<file path="src/rtl/qdec_pkg.sv">
// rtl/qdec_pkg.sv - shared types, Gray-code phase constants and step classification for the quadrature decoder
package qdec_pkg;

   typedef enum logic {
      QDEC_INIT  = 1'b0,
      QDEC_TRACK = 1'b1
   } qdec_state_t;

   typedef enum logic [1:0] {
      STEP_NONE    = 2'd0,
      STEP_FWD     = 2'd1,
      STEP_REV     = 2'd2,
      STEP_ILLEGAL = 2'd3
   } qdec_step_t;

   // Phases as {A,B}; forward order is 00 -> 01 -> 11 -> 10 -> 00
   localparam logic [1:0] PH_00 = 2'b00;
   localparam logic [1:0] PH_01 = 2'b01;
   localparam logic [1:0] PH_11 = 2'b11;
   localparam logic [1:0] PH_10 = 2'b10;

   function automatic logic [1:0] qdec_fwd_next(input logic [1:0] ph);
      logic [1:0] nxt;
      case (ph)
         PH_00:   nxt = PH_01;
         PH_01:   nxt = PH_11;
         PH_11:   nxt = PH_10;
         default: nxt = PH_00;
      endcase
      return nxt;
   endfunction

   function automatic qdec_step_t qdec_decode(input logic [1:0] prev, input logic [1:0] next);
      qdec_step_t step;
      if (next == prev)
         step = STEP_NONE;
      else if ((prev ^ next) == 2'b11)
         step = STEP_ILLEGAL;
      else if (next == qdec_fwd_next(prev))
         step = STEP_FWD;
      else
         step = STEP_REV;
      return step;
   endfunction

endpackage

</file>
<file path="src/rtl/qdec_input_filter.sv">
// rtl/qdec_input_filter.sv - per-channel synchroniser and consecutive-cycle glitch filter with bypass
module qdec_input_filter #(
   parameter int SYNC_STAGES   = 2,
   parameter int FILTER_CYCLES = 4
) (
   input  logic clock,
   input  logic reset_n,
   input  logic i_pin,
   input  logic i_bypass,
   output logic o_filtered
);

   localparam int CW = $clog2(FILTER_CYCLES + 1);
   localparam logic [CW-1:0] CNT_LAST = CW'(FILTER_CYCLES - 1);

   logic [SYNC_STAGES-1:0] r_sync;
   logic [CW-1:0]          r_cnt;
   logic                   r_filtered;
   logic                   w_synced;

   assign w_synced = r_sync[SYNC_STAGES-1];

   // Bypass is combinational so the settle logic sees the live synced value on its last INIT cycle
   assign o_filtered = i_bypass ? w_synced : r_filtered;

   always_ff @(posedge clock or negedge reset_n) begin
      if (!reset_n) begin
         r_sync     <= '0;
         r_cnt      <= '0;
         r_filtered <= 1'b0;
      end else begin
         r_sync <= {r_sync[SYNC_STAGES-2:0], i_pin};
         if (i_bypass) begin
            r_filtered <= w_synced;
            r_cnt      <= '0;
         end else if (w_synced == r_filtered) begin
            r_cnt <= '0;
         end else if (r_cnt == CNT_LAST) begin
            r_filtered <= w_synced;
            r_cnt      <= '0;
         end else begin
            r_cnt <= r_cnt + 1'b1;
         end
      end
   end

endmodule

</file>
<file path="src/rtl/quadrature_step_decoder.sv">
// rtl/quadrature_step_decoder.sv - 4x quadrature decoder producing increase/decrease/step_error pulses
// Optional saturating illegal-transition counter on err_count when QDEC_ERROR_COUNT_EN is defined.
module quadrature_step_decoder
   import qdec_pkg::*;
#(
   parameter int SYNC_STAGES   = 2,
   parameter int FILTER_CYCLES = 4
) (
   input  logic       clock,
   input  logic       reset_n,
   input  logic       enc_a,
   input  logic       enc_b,
   input  logic       enable,
   output logic       increase,
   output logic       decrease,
   output logic       direction,
   output logic       step_error
`ifdef QDEC_ERROR_COUNT_EN
   ,
   output logic [7:0] err_count
`endif
);

   localparam int SW = $clog2(SYNC_STAGES + 1);
   localparam logic [SW-1:0] SETTLE_LAST = SW'(SYNC_STAGES);

   qdec_state_t r_state;
   logic [SW-1:0] r_settle;
   logic [1:0]    r_prev_ab;
   logic          w_bypass;
   logic          w_filt_a;
   logic          w_filt_b;
   logic [1:0]    w_ab;
   qdec_step_t    w_step;

   assign w_bypass = (r_state == QDEC_INIT);
   assign w_ab     = {w_filt_a, w_filt_b};
   assign w_step   = qdec_decode(r_prev_ab, w_ab);

   qdec_input_filter #(
      .SYNC_STAGES   (SYNC_STAGES),
      .FILTER_CYCLES (FILTER_CYCLES)
   ) u_filter_a (
      .clock      (clock),
      .reset_n    (reset_n),
      .i_pin      (enc_a),
      .i_bypass   (w_bypass),
      .o_filtered (w_filt_a)
   );

   qdec_input_filter #(
      .SYNC_STAGES   (SYNC_STAGES),
      .FILTER_CYCLES (FILTER_CYCLES)
   ) u_filter_b (
      .clock      (clock),
      .reset_n    (reset_n),
      .i_pin      (enc_b),
      .i_bypass   (w_bypass),
      .o_filtered (w_filt_b)
   );

   always_ff @(posedge clock or negedge reset_n) begin
      if (!reset_n) begin
         r_state    <= QDEC_INIT;
         r_settle   <= '0;
         r_prev_ab  <= PH_00;
         increase   <= 1'b0;
         decrease   <= 1'b0;
         step_error <= 1'b0;
         direction  <= 1'b0;
      end else begin
         r_prev_ab <= w_ab;
         if (r_state == QDEC_INIT) begin
            increase   <= 1'b0;
            decrease   <= 1'b0;
            step_error <= 1'b0;
            if (r_settle == SETTLE_LAST)
               r_state <= QDEC_TRACK;
            else
               r_settle <= r_settle + 1'b1;
         end else begin
            increase   <= (w_step == STEP_FWD) && enable;
            decrease   <= (w_step == STEP_REV) && enable;
            step_error <= (w_step == STEP_ILLEGAL);
            if (w_step == STEP_FWD)
               direction <= 1'b1;
            else if (w_step == STEP_REV)
               direction <= 1'b0;
         end
      end
   end

`ifdef QDEC_ERROR_COUNT_EN
   logic [7:0] r_err_count;

   assign err_count = r_err_count;

   always_ff @(posedge clock or negedge reset_n) begin
      if (!reset_n)
         r_err_count <= 8'h00;
      else if ((r_state == QDEC_TRACK) && (w_step == STEP_ILLEGAL) && (r_err_count != 8'hFF))
         r_err_count <= r_err_count + 8'h01;
   end
`endif

endmodule
</file>
<file path="config.mk">
export PLATFORM = sky130hd
export DESIGN_NAME = quadrature_step_decoder
export DESIGN_NICKNAME = d
export VERILOG_FILES = /design/src/rtl/qdec_pkg.sv /design/src/rtl/qdec_input_filter.sv /design/src/rtl/quadrature_step_decoder.sv
export SDC_FILE = /design/constraint.sdc
export NUM_CORES = 1
export LEC_CHECK = 0
export ABC_AREA = 1
export CORE_ASPECT_RATIO = 0.8
export CORE_MARGIN = 2
export CORE_UTILIZATION = 58
export DETAILED_ROUTE_END_ITERATION = 16
export PLACE_DENSITY = 0.79
export SLEW_MARGIN = 10
export SYNTH_ARGS = -nofsm -noshare
export SYNTH_HDL_FRONTEND = slang
export SYNTH_SLANG_ARGS = --single-unit
</file>
<file path="constraint.sdc">
create_clock -name clock -period 2.3 [get_ports clock]
set_input_delay 0.46 -clock clock [delete_from_list [all_inputs] [get_ports clock]]
set_output_delay 0.46 -clock clock [all_outputs]
set_load 0.005 [all_outputs]
</file>
# --- Word level (Yosys, flattened, before mapping) ---
# Cells that the tools add are included.
totals:
  ff_bits: 21
  latch_bits: 0
  ramBits: 0
  mem_bits_ro: 0
  in_bits: 5
  out_inout_bits: 4
  wordCells: 71
  mem_count: 0
classes:
  add_sub_neg: 3
  mul: 0
  div: 0
  order_cmp: 0
  eq_ne: 17
  n_shift: 0
  muxes: 27
  bitwise_logic: 3
  n_reduce_logical: 8
op_table:
  columns: ["cell", "n"]
  rows:
  - ["2-to-1 mux 3 bit", 6]
  - ["2-to-1 mux 1 bit", 15]
  - ["== test 2 bit (second input constant)", 5]
  - ["2-to-1 mux 2 bit", 5]
  - ["AND reduction 2 bit", 4]
  - ["adder 3 x 1 -> 3 bit (second input constant)", 2]
  - ["== test 3 x 2 -> 1 bit (second input constant)", 2]
  - ["case mux 2 bit (3 select lines)", 1]
  - ["== test 2 x 1 -> 1 bit (second input constant)", 2]
  - ["== test 2 bit", 2]
  - ["!= test 2 x 1 -> 1 bit (second input constant)", 2]
  - ["!= test 2 bit (second input constant)", 2]
  - ["adder 2 x 1 -> 2 bit (second input constant)", 1]
  - ["== test 1 bit", 2]
  - ["logical AND 1 bit", 2]
  - ["zero test 2 bit", 1]
  - ["NOT 1 bit", 2]
  - ["nonzero test 2 bit", 1]
  - ["XOR 2 bit", 1]

# --- Logic depth before layout (Yosys ltp) ---
logic_depth:
  depth_word: 12
  depth_mapped: 12
  depth_no_buf: 12

# --- Hierarchy ---
# A second synthesis with hierarchy kept.
unflattened:
  hier_cells: 115
  hier_area_um2: 960.9
by_module_without_submodules:
  columns: ["mod", "instances", "cells_each", "area_each_um2", "seq_area_each_um2"]
  rows:
  - ["quadrature_step_decoder", 1, 57, 454.2, 225.2]
  - ["qdec_input_filter at u_filter_a", 1, 30, 261.5, 150.1]
  - ["qdec_input_filter at u_filter_b", 1, 28, 245.2, 150.1]

# --- Worst setup path before layout ---
# No wires, ideal clock.
synth_timing:
  path_type: "register to register"
  start: "register r_state"
  end: "register direction"
  setup_time_ns: 0.077
  t_arrival_ns: 1.442
  required_time_ns: 2.223
  setup_slack_ns: 0.780
  path_stages_with_launch: 12
  path_buffers: 1
  period_less_slack_ns: 1.520
  path_cell_list: "dfrtp_1 -> buf_6 -> nand2_2 -> nand3_1 -> nand2_1 -> nand2_1 -> nand2_1 -> inv_1 -> ha_1 -> nor2_1 -> nor2_1 -> a21oi_1"
synth_between:
  elab_chain_cells: 8
  elab_cells_between_ends: 14
  classes_between: "eq/ne: 5; mux: 6; bitwise: 1; reduce/logical: 2"
synth_lines:
  columns: ["element", "line", "rtl"]
  rows:
  - ["start: declaration", "quadrature_step_decoder.sv:27", "qdec_state_t r_state;"]
  - ["start signal: assignment", "quadrature_step_decoder.sv:64", "r_state <= QDEC_INIT;"]
  - ["start signal: assignment", "quadrature_step_decoder.sv:78", "r_state <= QDEC_TRACK;"]
  - ["2-to-1 mux 1 bit", "qdec_input_filter.sv:24", "assign o_filtered = i_bypass ? w_synced : r_filtered;"]
  - ["== test 2 bit / XOR 2 bit (equally long branches)", "qdec_pkg.sv:39, qdec_pkg.sv:37", null]
  - ["2-to-1 mux 2 bit / == test 2 bit (equally long branches)", "qdec_pkg.sv:39, qdec_pkg.sv:37", null]
  - ["2-to-1 mux 2 bit", "qdec_pkg.sv:37", "else if ((prev ^ next) == 2'b11)"]
  - ["2-to-1 mux 2 bit", "qdec_pkg.sv:35", "if (next == prev)"]
  - ["== test 2 x 1 -> 1 bit / == test 2 bit (equally long branches)", "quadrature_step_decoder.sv:85, quadrature_step_decoder.sv:87", null]
  - ["nonzero test 2 bit (no source line)", null, null]
  - ["AND reduction 2 bit (no source line)", null, null]
  - ["end signal: assignment", "quadrature_step_decoder.sv:70", "direction <= 1'b0;"]
  - ["end signal: assignment", "quadrature_step_decoder.sv:86", "direction <= 1'b1;"]
  - ["end signal: assignment", "quadrature_step_decoder.sv:88", "direction <= 1'b0;"]
  - ["end: declaration", "quadrature_step_decoder.sv:16", "output logic direction,"]
# Parallel ways exist; a longest one is shown, timed or not.
# A chain may end at the register's enable or synchronous reset.

# --- Worst setup path in the final report ---
# Same ends and word-level chain as after synthesis.

==> metrics.txt <==
via count 673; max_slew headroom 73.9%; XOR/XNOR Fraction of Synth Area 1.84%; initial antenna violation count 0; vias in the first global route 602; reg2reg path depth 11; Max clock buf depth 2; worst hold endpoint u_filter_a.r_sync[1]; fin util 68.5%; Clock Skew 0.00638 ns; required time of the worst setup path 2.53 ns; share of cells above drive strength 1 9.48%; CTS tree yes; P per Cell Area 1170 nW/um2; fin crit period 1.93 ns; Placed Instances 134; run status complete, no violations; synthesized area per cell 9.14 um2; Final Hold Viols 0; CTS Root Cell clkbuf_4; Final TNS setup 0 ns; post-DP HPWL 1.10 mm; Core Area 1580 um2; Hold Path Depth 0; port bufs 8; DRT Wirelength 1.40 mm; # hold bufs at CTS 0; Fmax 0.519 GHz; area fraction in compound gates after synthesis 2.76%; initial core utilization 60.3%; Setup CP Type flip-flop to flip-flop; gr ovfl total 0; maximum capacitance violations 0; quantity of gates resized following cts 0; Total Power 0.00126 W; Max H-tree Level 1; worst r2r src r_state; Clock Sinks 21; largest area contributor in the netlist dfrtp_1; Worst-Margin Slew 0.391 ns; area share of the largest cell type after synthesis 55.3%; Area growth syn-to-layout 13.7%; largest net degree at the start of global routing 22; R2R Path End direction; chip width 49.3 um; FILL cells 126; Top Metal Used met4; Initial DRC Count 13; Multi-input gate area 358 um2; antenna-violating nets left 0; register-to-register setup slack 0.37 ns; total I/O pin count 9; mux contribution to synthesized area 0%; Post-CTS Setup Bufs 0; Synth Instances 104; Max VDD drop 0.682 mV; HP Class flip-flop to flip-flop; met2 wire len 666 um; fin cells 138; DR WL/cell 10.1 um; CP Launch Type flip-flop; Simple-Gate Fraction of Synth Area 26.4%; largest family of logic cells by synthesized area simple AND/OR/NAND/NOR gates; Synth Area in Adders 6.58%; Worst Path Max Fanout 11; Worst Path Arrival 2.15 ns; Synth Warn # 0; drt drc 0; sequential element share of the synthesized area 55.3%; DRT Pass-1 Iters 4; final net count 127; clk_lat worst skew 0.30 ns; DR vias/cell 4.88; Hold Path Origin u_filter_a.r_sync[0]; Final Wtd Congestion 0.731; synthesized area 951 um2; Clk pin slew, worst setup/hold paths 0.10 ns; FF+latch count, synth 21; DIE AREA 1980 um2; syn_nets 114; Final Cycle Share 83.8%; first-pass GRT wire length 2.55 mm; row count 13; synth top area cells dfrtp_1 55%, nand2_1 10%, ha_1 6.6%, inv_1 5.5%, nand3_1 4.7%; wire length on met3 84 um; Slew Viols, Final 0; Synth cell types 20; leakage 0.569 nW; register area 526 um2; WL met1 637 um; Setup violations, final 0; antenna cells 0; TritonCTS Buffers 3; All-Layer GR Usage 18.2%; Vert. Die Dim 40.2 um; Setup crit end kind flip-flop; RSZ-0062 raised after global routing false
==> worst max-delay path by stage <==
stage	startpoint	end	slack (ns)	cells past startpoint
2_1_floorplan	r_state	direction	0.78	11
3_3_place_gp	r_state	direction	0.50	11
3_5_place_dp	r_state	direction	0.40	11
4_1_cts	r_state	direction	0.37	11
5_1_grt	r_state	direction	0.14	11
6_report	r_state	direction	0.37	11
==> critical path, cell delays in order, from the launching register on <==
cell and delay (ns):
dfrtp_1 0.59, inv_2 0.14, nand2_1 0.16, nand3_1 0.09, nand2_1 0.08, nand2_1 0.07
nand2_1 0.09, inv_1 0.05, ha_1 0.28, nor2_1 0.14, nor2_1 0.05, a21oi_1 0.13
==> flip-flops by register name, summed over array words and instances, names as in the netlist, 2 cells and up <==
name	cells
r_settle	2
r_prev_ab	2
u_filter_b.r_cnt	3
u_filter_b.r_sync	2
u_filter_a.r_sync	2
u_filter_a.r_cnt	3
==> cell families (layout without fill, tap and decap cells) <==
kind of cell | after synthesis | count (layout)
buffers and inverters | 16 | 28
and+or+nand+nor | 55 | 55
xor gates and xnor gates | 2 | 2
AOI/OAI and AO/OA | 5 | 5
DFF | 21 | 21
adders and majority gates | 5 | 5
==> report_power, final <==
group,internal (W),switching [W]
sequential,0.000468,0.0000640
clock,0.0000676,0.0000992
combinational,0.000251,0.000312
total,0.000786,0.000475
==> stage by stage <==
step	hold WS [ns]	setup slack (ns)	cell area, um2
6_report	0.360	0.373	1080
2_1_floorplan	0.164	0.780	951
5_1_grt	0.369	0.145	1080
4_1_cts	0.364	0.374	1080
3_5_place_dp	0.340	0.398	1050
3_3_place_gp	0.334	0.502	1050
==> cell type report <==
cell class | instances | share of cell area (%)
sequential | 21 | 48.6
multi-input combinational | 67 | 33.1
timing repair buffer | 9 | 8.10
inverter | 15 | 5.21
tap | 22 | 2.55
clock buffer | 4 | 2.43
==> per-layer routing <==
layer	track usage, %	up-vias
li1	-	346
met1	20.3	302
met2	34.1	22
met3	7.09	3
met4	4.29	0
met5	0	-
==> cell usage after synthesis (all sizes together) <==
| master | count |
|---|---|
| o21ai | 2 |
| xnor2 | 1 |
| nand4 | 1 |
| dfrtp | 21 |
| ha | 5 |
| inv | 15 |
| a31oi | 1 |
| nor2 | 10 |
| buf | 1 |
| or2 | 2 |
| xor2 | 1 |
| nor3 | 1 |
| nand3 | 9 |
| a21oi | 2 |
| nand2 | 31 |
| nor4 | 1 |
==> cells in the final DEF, fill, tap and decap left out, types with 3 or more instances in the layout <==
cell,synthesis,layout
nand2_2,3,3
clkdlybuf4s50_1,0,8
dfrtp_1,21,21
ha_1,5,5
nand3_1,9,9
nand2_1,26,26
inv_1,14,14
clkbuf_4,0,3
nor2_1,10,10
Power figures use the tool's default switching activity.
